`src/rtl/fifo_pkg.sv`:
```
// Shared FIFO pointer helpers: Gray decode, popcount,
// pointer width derivation and sync-stage limits.
package fifo_pkg;

  localparam int MIN_SYNC_STAGES = 2;
  localparam int MAX_SYNC_STAGES = 4;
  localparam int MAX_CH          = 8;
  localparam int MAX_PW          = 32;

  function automatic int ptr_width(input int aw);
    return aw + 1;
  endfunction

  // Operands are zero-extended to MAX_PW; leading zeros
  // decode to zeros, so the low PW bits stay correct.
  function automatic logic [MAX_PW-1:0] gray2bin(
    input logic [MAX_PW-1:0] g
  );
    logic [MAX_PW-1:0] b;
    b[MAX_PW-1] = g[MAX_PW-1];
    for (int i = MAX_PW - 2; i >= 0; i--) begin
      b[i] = b[i+1] ^ g[i];
    end
    return b;
  endfunction

  function automatic int unsigned popcount(
    input logic [MAX_PW-1:0] v
  );
    int unsigned n;
    n = 0;
    for (int i = 0; i < MAX_PW; i++) begin
      n += {31'd0, v[i]};
    end
    return n;
  endfunction

endpackage

```
`src/rtl/gray_ptr_sync_ch.sv`:
```
// Single-channel Gray pointer synchronizer chain.
// Ports: unsync_ptr in, sync_ptr/sync_ptr_bin, change pulse, sticky err.
module gray_ptr_sync_ch
  import fifo_pkg::*;
#(
  parameter int PW            = 5,
  parameter int NUM_OF_STAGES = 2
) (
  input  logic          i_clk,
  input  logic          i_rst_n,
  input  logic [PW-1:0] unsync_ptr,
  input  logic          i_err_clr,
  input  logic          i_sync_valid,
  output logic [PW-1:0] sync_ptr,
  output logic [PW-1:0] sync_ptr_bin,
  output logic          o_ptr_changed,
  output logic          o_gray_err
);

  localparam int N = NUM_OF_STAGES;

  logic [PW-1:0] stage [N];
  logic          diff;
  logic          multi;

  always_comb begin
    diff  = (stage[N-2] != stage[N-1]);
    multi = popcount(MAX_PW'(stage[N-2] ^ stage[N-1])) > 1;
  end

  always_ff @(posedge i_clk or negedge i_rst_n) begin
    if (!i_rst_n) begin
      for (int k = 0; k < N; k++) begin
        stage[k] <= '0;
      end
      sync_ptr_bin  <= '0;
      o_ptr_changed <= 1'b0;
      o_gray_err    <= 1'b0;
    end else begin
      stage[0] <= unsync_ptr;
      for (int k = 1; k < N; k++) begin
        stage[k] <= stage[k-1];
      end
      // Decode one stage early so bin lines up with sync_ptr.
      sync_ptr_bin  <= PW'(gray2bin(MAX_PW'(stage[N-2])));
      o_ptr_changed <= i_sync_valid & diff;
      o_gray_err    <= (i_sync_valid & multi)
                     | (o_gray_err & ~i_err_clr);
    end
  end

  assign sync_ptr = stage[N-1];

endmodule

```
`src/rtl/gray_ptr_sync.sv`:
```
// Multi-channel Gray pointer synchronizer with settle tracking.
// Ports: packed unsync_ptr in; sync_ptr, sync_ptr_bin, flags, o_sync_valid out.
module gray_ptr_sync
  import fifo_pkg::*;
#(
  parameter  int ADDR_WIDTH    = 4,
  parameter  int NUM_OF_STAGES = 2,
  parameter  int NUM_CH        = 1,
  localparam int PW            = ptr_width(ADDR_WIDTH)
) (
  input  logic                 i_clk,
  input  logic                 i_rst_n,
  input  logic [NUM_CH*PW-1:0] unsync_ptr,
  input  logic                 i_err_clr,
  output logic [NUM_CH*PW-1:0] sync_ptr,
  output logic [NUM_CH*PW-1:0] sync_ptr_bin,
  output logic [NUM_CH-1:0]    o_ptr_changed,
  output logic [NUM_CH-1:0]    o_gray_err,
  output logic                 o_sync_valid
);

  localparam int CW = $clog2(NUM_OF_STAGES + 1);
  localparam logic [CW-1:0] CNT_MAX  = CW'(NUM_OF_STAGES);
  localparam logic [CW-1:0] CNT_LAST = CW'(NUM_OF_STAGES - 1);

  if (NUM_OF_STAGES < MIN_SYNC_STAGES ||
      NUM_OF_STAGES > MAX_SYNC_STAGES ||
      NUM_CH < 1 || NUM_CH > MAX_CH) begin : g_bad_param
    $fatal(1, "gray_ptr_sync: illegal parameters");
  end

  logic [CW-1:0] cnt;

  // Valid rises on the edge that fills the last chain stage.
  always_ff @(posedge i_clk or negedge i_rst_n) begin
    if (!i_rst_n) begin
      cnt          <= '0;
      o_sync_valid <= 1'b0;
    end else if (cnt != CNT_MAX) begin
      cnt <= cnt + CW'(1);
      if (cnt == CNT_LAST) begin
        o_sync_valid <= 1'b1;
      end
    end
  end

  for (genvar c = 0; c < NUM_CH; c++) begin : g_ch
    gray_ptr_sync_ch #(
      .PW            (PW),
      .NUM_OF_STAGES (NUM_OF_STAGES)
    ) u_ch (
      .i_clk         (i_clk),
      .i_rst_n       (i_rst_n),
      .unsync_ptr    (unsync_ptr[c*PW +: PW]),
      .i_err_clr     (i_err_clr),
      .i_sync_valid  (o_sync_valid),
      .sync_ptr      (sync_ptr[c*PW +: PW]),
      .sync_ptr_bin  (sync_ptr_bin[c*PW +: PW]),
      .o_ptr_changed (o_ptr_changed[c]),
      .o_gray_err    (o_gray_err[c])
    );
  end

endmodule

```
`config.mk`:
```
export PLATFORM = sky130hd
export DESIGN_NAME = gray_ptr_sync
export DESIGN_NICKNAME = d
export VERILOG_FILES = /design/src/rtl/fifo_pkg.sv /design/src/rtl/gray_ptr_sync_ch.sv /design/src/rtl/gray_ptr_sync.sv
export SDC_FILE = /design/constraint.sdc
export NUM_CORES = 1
export LEC_CHECK = 0
export ABC_AREA = 1
export CAP_MARGIN = 20
export CORE_MARGIN = 2
export CORE_UTILIZATION = 46
export DETAILED_ROUTE_END_ITERATION = 10
export PLACE_DENSITY = 0.79
export SETUP_SLACK_MARGIN = 0.1
export SYNTH_ARGS = -nofsm -noshare
export SYNTH_HDL_FRONTEND = slang
export SYNTH_HIERARCHICAL = 1
export SYNTH_SLANG_ARGS = --single-unit
```
`constraint.sdc`:
```
create_clock -name i_clk -period 2 [get_ports i_clk]
set_input_delay 0.3 -clock i_clk [delete_from_list [all_inputs] [get_ports i_clk]]
set_output_delay 0.3 -clock i_clk [all_outputs]
set_load 0.01 [all_outputs]
```
After elaboration in Yosys (flattened, before gate mapping)
Index checks and enable logic that the tools add are counted.

word-level totals
  output and inout port bits = 13
  register bits after elaboration = 20

cells by class
  bitwise gates (word level) = 10
  equal/unequal tests = 3
  add/sub/neg operators = 32
  reductions and logical operators = 1
  magnitude comparators = 1

operators by type and width
  cell                                                 count
  adder 32 x 1 -> 32 bit, second input constant        27
  adder 32 x 1 -> 32 bit                               3
  > comparator 32 x 1 -> 1 bit, second input constant  1
  inequality test 5 bit                                1
  bitwise XOR 5 bit                                    1
  bitwise XOR 1 bit                                    4
  AND 1 bit                                            3
  adder 1 x 1 -> 2 bit                                 1
  adder 2 x 1 -> 2 bit, second input constant          1
  equality test 2 x 1 -> 1 bit, second input constant  1
  inequality test 2 bit, second input constant         1
  AND reduction 2 bit                                  1
  NOT 1 bit                                            1
  bitwise OR 1 bit                                     1

Logic depth before layout (Yosys ltp)
Gate-level depths: netlist of run 1.

  depth in word-level cells = 35
  gate-level depth with buffers = 8

Cells and area by module
The synthesis of run 1 kept the hierarchy.

by module, submodules not included
  module            area each (µm²)  cells each  instances
  gray_ptr_sync_ch  680.7            61          1
  gray_ptr_sync     137.6            14          1

Worst setup path before layout of run 1
OpenSTA, ideal clock, no wires.

  kind = register -> register
  start = reg g_ch[0].u_ch/stage[5] (netlist bit)
  end = reg g_ch[0].u_ch.o_gray_err
  cell stages (with the launch flop) = 9
  clock period less this slack = 1.732 ns
  data arrival time = 1.649 ns
  setup slack = 0.268 ns
  library setup time = 0.083 ns
  cells stage by stage = dfrtp_1 -> xnor2_1 -> fa_1 -> inv_1 -> ha_1 -> inv_1 -> o21ai_0 -> nand2_1 -> o21ai_0

between the ends
  cells in the longest elaborated chain, start to end = 35

RTL lines
  element                               line                    text
  start: declaration                    gray_ptr_sync_ch.sv:22  logic [PW-1:0] stage [N];
  start signal: indexed assignment      gray_ptr_sync_ch.sv:42  stage[k] <= stage[k-1];
  bitwise XOR 5 bit                     gray_ptr_sync_ch.sv:28  multi = popcount(MAX_PW'(stage[N-2] ^ stage[N-1])) > 1;
  adder 1 x 1 -> 2 bit                  fifo_pkg.sv:33          n += {31'd0, v[i]};
  adder 32 x 1 -> 32 bit (30 in a row)  fifo_pkg.sv:33
  > comparator 32 x 1 -> 1 bit          gray_ptr_sync_ch.sv:28
  AND 1 bit                             gray_ptr_sync_ch.sv:47  o_gray_err <= (i_sync_valid & multi)
  bitwise OR 1 bit                      gray_ptr_sync_ch.sv:48  | (o_gray_err & ~i_err_clr);
  end signal: assignment                gray_ptr_sync_ch.sv:47
  end: declaration                      gray_ptr_sync_ch.sv:17  output logic o_gray_err

Every way passes these cells.
A chain may end at the register's enable or synchronous reset.

Final worst setup path of run 1
  start = reg g_ch[0].u_ch/stage[6] (netlist bit)
  end = reg g_ch[0].u_ch.o_gray_err

The elaborated chain is that of the path after synthesis.

==> summary.md, run 1 <==
| Metric | Value |
|---|---|
| Root Driver | `clkbuf_4` |
| Main combinational cell family by area after synthesis | `simple AND/OR/NAND/NOR gates` |
| Die Y | `46.2 um` |
| Gr usage total | `13.6%` |
| Setup Skew | `0.00293 ns` |
| Startpoint class of the critical path | `flip-flop` |
| Xor and xnor area share after synthesis | `5.35%` |
| Clock transition at the registers of the reported paths | `0.11 ns` |
| Largest net degree at the start of global routing | `20` |
| Drt initial violations | `3` |
| Multi-input logic area | `272 um^2` |
| Ports | `21` |
| HPWL Detailed | `944 um` |
| Slew @ Worst Pin | `0.236 ns` |
| Max Cap Viol | `0` |
| CTS max path bufs | `2` |
| Post-Layout Cell Count | `120` |
| Post-CTS Hold Buffers | `0` |
| Share of layout cells above drive strength 1 | `15.8%` |
| Most used DFF post-synth | `dfrtp_1` |
| Yosys top cell area share | `58.1%` |
| Vias per cell | `4.40` |
| Worst path arrival time | `2.04 ns` |
| Clk_lat worst skew | `0.28 ns` |
| Minimum clock period | `1.82 ns` |
| CTS Buf Count | `3` |
| Critical path peak fanout | `3` |
| Mux cell area share after synthesis | `0%` |
| Die W | `46.2 um` |
| Final Hold Vio Count | `0` |
| Netlist Area Pre-Place | `818 um^2` |
| GR Overflow Total | `0` |
| Final Setup Violations | `0` |
| Starting Density | `47.9%` |
| Wirelength per Cell | `10.5 um` |
| Fillers | `127` |
| Cell with the most instances after synthesis | `dfrtp_1` |
| Synth unique cells | `16` |
| Post-route DRC | `0` |
| Post-layout util | `62.9%` |
| H-tree lvl count | `1` |
| RSZ-0062 raised after global routing | `yes` |
| Final wirelength | `1260 um` |
| Register area share after synthesis | `58.1%` |
| GPL Wtd Cong | `0.729` |
| Layout Nets | `109` |
| Async set or reset register ratio after synthesis | `100%` |
| Ranking of synthesized cells by area | `dfrtp_1, ha_1, inv_1, buf_4, nand2_1` |
| CP required | `2.22 ns` |
| Synth Area in Adders | `8.56%` |
| Row Count | `15` |
| EDFF count, synth | `0` |
| Min-delay worst type | `primary input to async pin` |
| Leakage power figure | `0.536 nW` |
| Router iterations before antenna repair | `4` |
| Synth Area in Compound Gates | `2.75%` |
| Fin Setup TNS | `0 ns` |
| Count of buffers from port buffering | `20` |
| Max Fclk | `548 MHz` |
| Cell taking the most area after synthesis | `dfrtp_1` |
| Commonest cells in the netlist | `dfrtp_1, inv_1, nand2_1` |
| Post-Synthesis Cells | `75` |
| Post-synthesis simple-gate area fraction | `13.3%` |
| Initial antenna violation count | `0` |
| Die ar. | `0.00213 mm^2` |
| Hold Slack | `0.325 ns` |
| Worst setup path class | `flip-flop to flip-flop` |
| Register Area | `478 um^2` |
| Core ar. | `0.00171 mm^2` |
| CP endpoint kind | `flip-flop` |
| Peak VDD IR | `433 uV` |
| CTS tree | `built` |
| Period utilization | `91.2%` |
| Cells after DPL | `115` |
| Yosys warns | `6` |
| Syn_nets | `88` |
| First-pass GRT wire length | `2030 um` |
| Via count | `528` |
| Max-slew headroom | `84.3%` |
| Final ANT Viol Nets | `0` |
| P per Cell Area | `706 mW/mm^2` |
| Status | `finished clean` |
| # clock sinks | `19` |
| Area Growth Syn to Fin | `31.3%` |
| Number of global-route vias before repair | `510` |
| Number of max-slew violations in the final report | `0` |
| Flops & latches, synth | `19` |
| Syn Area/Cell | `10.9 um^2` |
| Diodes inserted | `0` |
==> metal layers <==
layer	track usage, %	share of wire (%)	vias to the layer above
met5	0	0	-
met4	8.00	0.95	0
met3	3.14	3.6	2
met2	20.3	51	12
met1	18.1	44	253
li1	-	-	261
==> sequential cells by signal, summed over array words and instances (netlist names) <==
register and flops:
cnt 2, g_ch.u_ch/sync_ptr 5, g_ch.u_ch/o_ptr_changed 1, o_sync_valid 1, g_ch.u_ch/o_gray_err 1, g_ch.u_ch/sync_ptr_bin 4, g_ch.u_ch/stage 5
==> worst max-delay path, cell delays in order, from the launching register on <==
cell     delay (ns)
dfrtp_2        0.47
xnor2_4        0.15
fa_1           0.53
inv_1          0.04
ha_1           0.27
inv_1          0.05
o21ai_1        0.11
nand2_1        0.07
o21ai_1        0.07
==> cells in the final DEF, fill, tap and decap left out <==
| cell type | synthesis | routed |
|---|---|---|
| o21ai_0 | 3 | 1 |
| inv_2 | 1 | 1 |
| xnor2_4 | 0 | 1 |
| dfrtp_2 | 0 | 2 |
| nor2_1 | 1 | 1 |
| clkbuf_4 | 0 | 3 |
| or2_1 | 1 | 1 |
| fa_1 | 1 | 1 |
| xor2_1 | 1 | 1 |
| nand2_2 | 3 | 3 |
| clkdlybuf4s50_1 | 0 | 20 |
| dfrtp_1 | 19 | 17 |
| inv_1 | 13 | 13 |
| xnor2_1 | 4 | 2 |
| buf_4 | 6 | 2 |
| nand3_1 | 3 | 3 |
| nand3_2 | 2 | 2 |
| xnor2_2 | 0 | 1 |
| nand2_1 | 12 | 12 |
| o21ai_1 | 0 | 2 |
| o21a_1 | 1 | 1 |
| ha_1 | 4 | 4 |
| clkbuf_1 | 0 | 1 |
==> cell families (layout without fill, tap and decap cells) <==
kind of cell,count (synthesis),in the layout
flip-flops,19,19
adder cells (fa/ha/maj),5,5
AND/OR/NAND/NOR,22,22
AO/OA/AOI/OAI,4,4
XOR/XNOR,5,5
buffers and inverters,20,40
==> what timing repair did <==
| action | in CTS | in global routing |
|---|---|---|
| buffers inserted | 0 | 1 |
| resized for setup | 0 | 7 |
| endpoints found under the setup margin | 0 | 1 |
==> power by group <==
part	total (mW)	switching (mW)	leakage, nW	internal, mW
Sequential	0.424	0.0173	0.212	0.407
Clock	0.189	0.111	0.0150	0.0774
Combinational	0.146	0.0668	0.309	0.0788
Total	0.759	0.196	0.536	0.563
==> through the flow <==
step           power (mW)  area (um^2)  worst slack, ns
2_1_floorplan       0.500          818            0.268
3_3_place_gp        0.559         1010            0.223
3_5_place_dp        0.567         1010            0.145
4_1_cts             0.755         1040            0.118
5_1_grt             0.793         1070           0.0841
6_report            0.759         1070            0.176
==> worst paths after layout <==
| kind | start | to | slack [ns] | cells past startpoint |
|---|---|---|---|---|
| max | g_ch[0].u_ch/stage[6]$_DFF_PN0_ | g_ch[0].u_ch/o_gray_err$_DFF_PN0_ | 0.18 | 8 |
| min | i_rst_n | g_ch[0].u_ch/sync_ptr_bin[2]$_DFF_PN0_ | 0.33 | 2 |
| max reg2reg | g_ch[0].u_ch/stage[6]$_DFF_PN0_ | g_ch[0].u_ch/o_gray_err$_DFF_PN0_ | 0.18 | 8 |
| min reg2reg | g_ch[0].u_ch/stage[7]$_DFF_PN0_ | g_ch[0].u_ch/sync_ptr[2]$_DFF_PN0_ | 0.47 | 0 |
| max in group asynchronous | i_rst_n | g_ch[0].u_ch/sync_ptr[1]$_DFF_PN0_ | 1.46 | 2 |
| min in group i_clk | unsync_ptr[1] | g_ch[0].u_ch/stage[6]$_DFF_PN0_ | 0.44 | 1 |
==> cell type report <==
type	instances	area share, %
well taps	25	2.91
multi-input cells	36	25.3
inverters	14	4.89
repair buffers	22	20.0
clock buffers	4	2.44
flip-flops and latches	19	44.5
(Power assumes the default switching activity.)
==> inputs of run 2 (changes only) <==
CAP_MARGIN = default   (was 20)
==> results of run 2 <==
Final layout, timing and power as in run 1 (identical DEF).
==> inputs of run 3 (changes only) <==
ABC_AREA = 0   (was 1)
CORE_UTILIZATION = 45   (was 46)
PLACE_DENSITY = 0.78   (was 0.79)
SLEW_MARGIN = 20   (was default)
==> summary.md, run 3 <==
| Metric | Value |
|---|---|
| Peak VDD IR | `378 uV (was 433 uV)` |
| Critical path peak fanout | `3 (unchanged)` |
| Vias per cell | `4.50 (was 4.40)` |
| GPL Wtd Cong | `0.702 (was 0.729)` |
| Diodes inserted | `0 (unchanged)` |
| Cell taking the most area after synthesis | `dfrtp_1 (unchanged)` |
| EDFF count, synth | `0 (unchanged)` |
| Register area share after synthesis | `61.5% (was 58.1%)` |
| Area Growth Syn to Fin | `31.4% (was 31.3%)` |
| # clock sinks | `19 (unchanged)` |
| Row Count | `14 (was 15)` |
| Crit path from | `g_ch[0].u_ch/stage[6]$_DFF_PN0_ (unchanged)` |
| Minimum clock period | `1.82 ns (about the same)` |
| Final Setup Violations | `0 (unchanged)` |
| Netlist Area Pre-Place | `773 um^2 (was 818 um^2)` |
| Flops & latches, synth | `19 (unchanged)` |
| Ports | `21 (unchanged)` |
| Setup Skew | `0.00664 ns (was 0.00293 ns)` |
| Worst path arrival time | `2.01 ns (was 2.04 ns)` |
| CP endpoint kind | `flip-flop (unchanged)` |
| Number of max-slew violations in the final report | `0 (unchanged)` |
| Most frequent cells in the layout | `clkdlybuf4s50_1, dfrtp_1, inv_1 (unchanged)` |
| CTS tree | `built (unchanged)` |
| P per Cell Area | `752 mW/mm^2 (was 706 mW/mm^2)` |
| Final ANT Viol Nets | `0 (unchanged)` |
| Initial antenna violation count | `0 (unchanged)` |
| Syn Area/Cell | `14.3 um^2 (was 10.9 um^2)` |
| Startpoint class of the critical path | `flip-flop (unchanged)` |
| Slew @ Worst Pin | `0.232 ns (was 0.236 ns)` |
| Post-layout util | `65.2% (was 62.9%)` |
| HPWL Detailed | `772 um (was 944 um)` |
| Largest net degree at the start of global routing | `20 (unchanged)` |
| Max Fclk | `551 MHz (was 548 MHz)` |
| Share of layout cells above drive strength 1 | `17.6% (was 15.8%)` |
| Reg2reg start | `g_ch[0].u_ch/stage[6]$_DFF_PN0_ (unchanged)` |
| Post-Synthesis Cells | `54 (was 75)` |
| Multi-input logic area | `256 um^2 (was 272 um^2)` |
| Post-CTS Hold Buffers | `0 (unchanged)` |
| Most used DFF post-synth | `dfrtp_1 (unchanged)` |
| Yosys warns | `6 (unchanged)` |
| CTS Buf Count | `3 (unchanged)` |
| Router iterations before antenna repair | `1 (was 4)` |
| Async set or reset register ratio after synthesis | `100% (unchanged)` |
| Root Driver | `clkbuf_4 (unchanged)` |
| Synth unique cells | `16 (unchanged)` |
| Clk_lat worst skew | `0.29 ns (was 0.28 ns)` |
| Flop-to-flop setup slack | `0.18 ns (about the same)` |
| Leakage power figure | `0.470 nW (was 0.536 nW)` |
| Die ar. | `0.00207 mm^2 (was 0.00213 mm^2)` |
| Min-delay worst type | `primary input to async pin (unchanged)` |
| Clock transition at the registers of the reported paths | `0.10 ns (was 0.11 ns)` |
| RSZ-0062 raised after global routing | `no (was yes)` |
| Core ar. | `0.00156 mm^2 (was 0.00171 mm^2)` |
| Ranking of synthesized cells by area | `dfrtp_1, ha_1, buf_4, xnor2_1, xor2_1 (was dfrtp_1, ha_1, inv_1, buf_4, nand2_1)` |
| CP required | `2.19 ns (was 2.22 ns)` |
| Design Area, Final | `0.00102 mm^2 (was 0.00107 mm^2)` |
| Worst setup path class | `flip-flop to flip-flop (unchanged)` |
| Most common cell after layout, fill and taps aside | `clkdlybuf4s50_1 (unchanged)` |
| Via count | `405 (was 528)` |
| Post-placement cell area | `956 um^2 (was 0.00101 mm^2)` |
| GR Overflow Total | `0 (unchanged)` |
| Fin Setup TNS | `0 ns (unchanged)` |
| Max Cap Viol | `0 (unchanged)` |
| Final Hold Vio Count | `0 (unchanged)` |
| Wirelength per Cell | `10.4 um (was 10.5 um)` |
| Post-route DRC | `0 (unchanged)` |
| Status | `finished clean (unchanged)` |
| Gr usage total | `11.5% (was 13.6%)` |
| Cell with the most instances after synthesis | `dfrtp_1 (unchanged)` |
| Final wirelength | `933 um (was 1260 um)` |
| H-tree lvl count | `1 (unchanged)` |
| Die W | `45.5 um (was 46.2 um)` |
| Register Area | `478 um^2 (unchanged)` |
| Max-slew headroom | `84.5% (was 84.3%)` |
| Commonest cells in the netlist | `dfrtp_1, buf_4, inv_1, xnor2_1, ha_1 (was dfrtp_1, inv_1, nand2_1)` |
| Syn_nets | `67 (was 88)` |
| First-pass GRT wire length | `1640 um (was 2030 um)` |
| Die Y | `45.5 um (was 46.2 um)` |
| Starting Density | `49.6% (was 47.9%)` |
| Drt initial violations | `0 (was 3)` |
| CTS max path bufs | `2 (unchanged)` |
| Yosys top cell area share | `61.5% (was 58.1%)` |
| Count of buffers from port buffering | `20 (unchanged)` |
| Fillers | `120 (was 127)` |
| Layout Nets | `88 (was 109)` |
| Number of global-route vias before repair | `386 (was 510)` |
| Period utilization | `90.8% (was 91.2%)` |
## run 3: worst paths after layout
kind / to / cells after the start
worst max-delay path: g_ch[0].u_ch/o_gray_err$_DFF_PN0_ / 7
worst min-delay path: g_ch[0].u_ch/o_gray_err$_DFF_PN0_ / 2
worst max register to register: g_ch[0].u_ch/o_gray_err$_DFF_PN0_ / 7
worst min register to register: g_ch[0].u_ch/sync_ptr[2]$_DFF_PN0_ / 0
max in group asynchronous: g_ch[0].u_ch/stage[6]$_DFF_PN0_ / 2
min in group i_clk: g_ch[0].u_ch/stage[6]$_DFF_PN0_ / 1
## run 3: metal layers
layer | part of all wire (%) | up-vias | GRT usage, % | routed length (um)
met2 | 48 | 11 | 17.5 | 446
li1 | - | 200 | - | -
met1 | 47 | 192 | 15.0 | 436
met5 | 0 | - | 0 | 0
met4 | 1.1 | 0 | 7.06 | 10
met3 | 4.2 | 2 | 2.38 | 39
## run 3: logic make-up (layout without fill, tap and decap cells)
kind of cell               count (synthesis)  in the layout  share of synthesized area [%]
adders and majority gates                  5              5                           9.06
DFF                                       19             19                           61.5
buffers and inverters                     11             31                           8.25
xor gates and xnor gates                  10             10                           14.4
and+or+nand+nor                            5              5                           3.40
AOI/OAI and AO/OA                          4              4                           3.40
## run 3: per-stage QoR
step	setup WS [ns]	hold slack, ns	cells	total power, mW
finish	0.184	0.327	90	0.764
global route	0.105	0.339	90	0.811
CTS	0.139	0.331	89	0.771
detailed placement	0.139	0.412	85	0.585
global placement	0.183	0.409	85	0.581
floorplan	0.222	0.00441	54	0.510
## run 3: layout make-up
class	instances	share of cell area, %
Sequential cell	19	47.0
Timing Repair Buffer	22	21.2
Inverter	5	1.85
Tap cell	16	1.97
Clock inverter	1	0.493
Multi-Input combinational cell	24	25.2
Clock buffer	3	2.22
## run 3: power breakdown
part / switching (mW) / total [mW] / internal, mW
combinational: 0.0584 / 0.150 / 0.0920
clock: 0.110 / 0.184 / 0.0743
sequential: 0.0166 / 0.430 / 0.413
total: 0.185 / 0.764 / 0.579
## run 3: worst max-delay path: stages, from the launching register on
cell	delay [ns]
dfrtp_2	0.46
xnor2_2	0.16
fa_1	0.50
inv_1	0.04
ha_1	0.26
inv_1	0.05
o21ai_0	0.07
a22o_1	0.18
## run 3: what timing repair did
action                                  in CTS  in global routing
setup buffers                                0                  1
endpoints found under the setup margin       0                  1
hold endpoints to repair                     0                  0
resized for setup                            0                  5
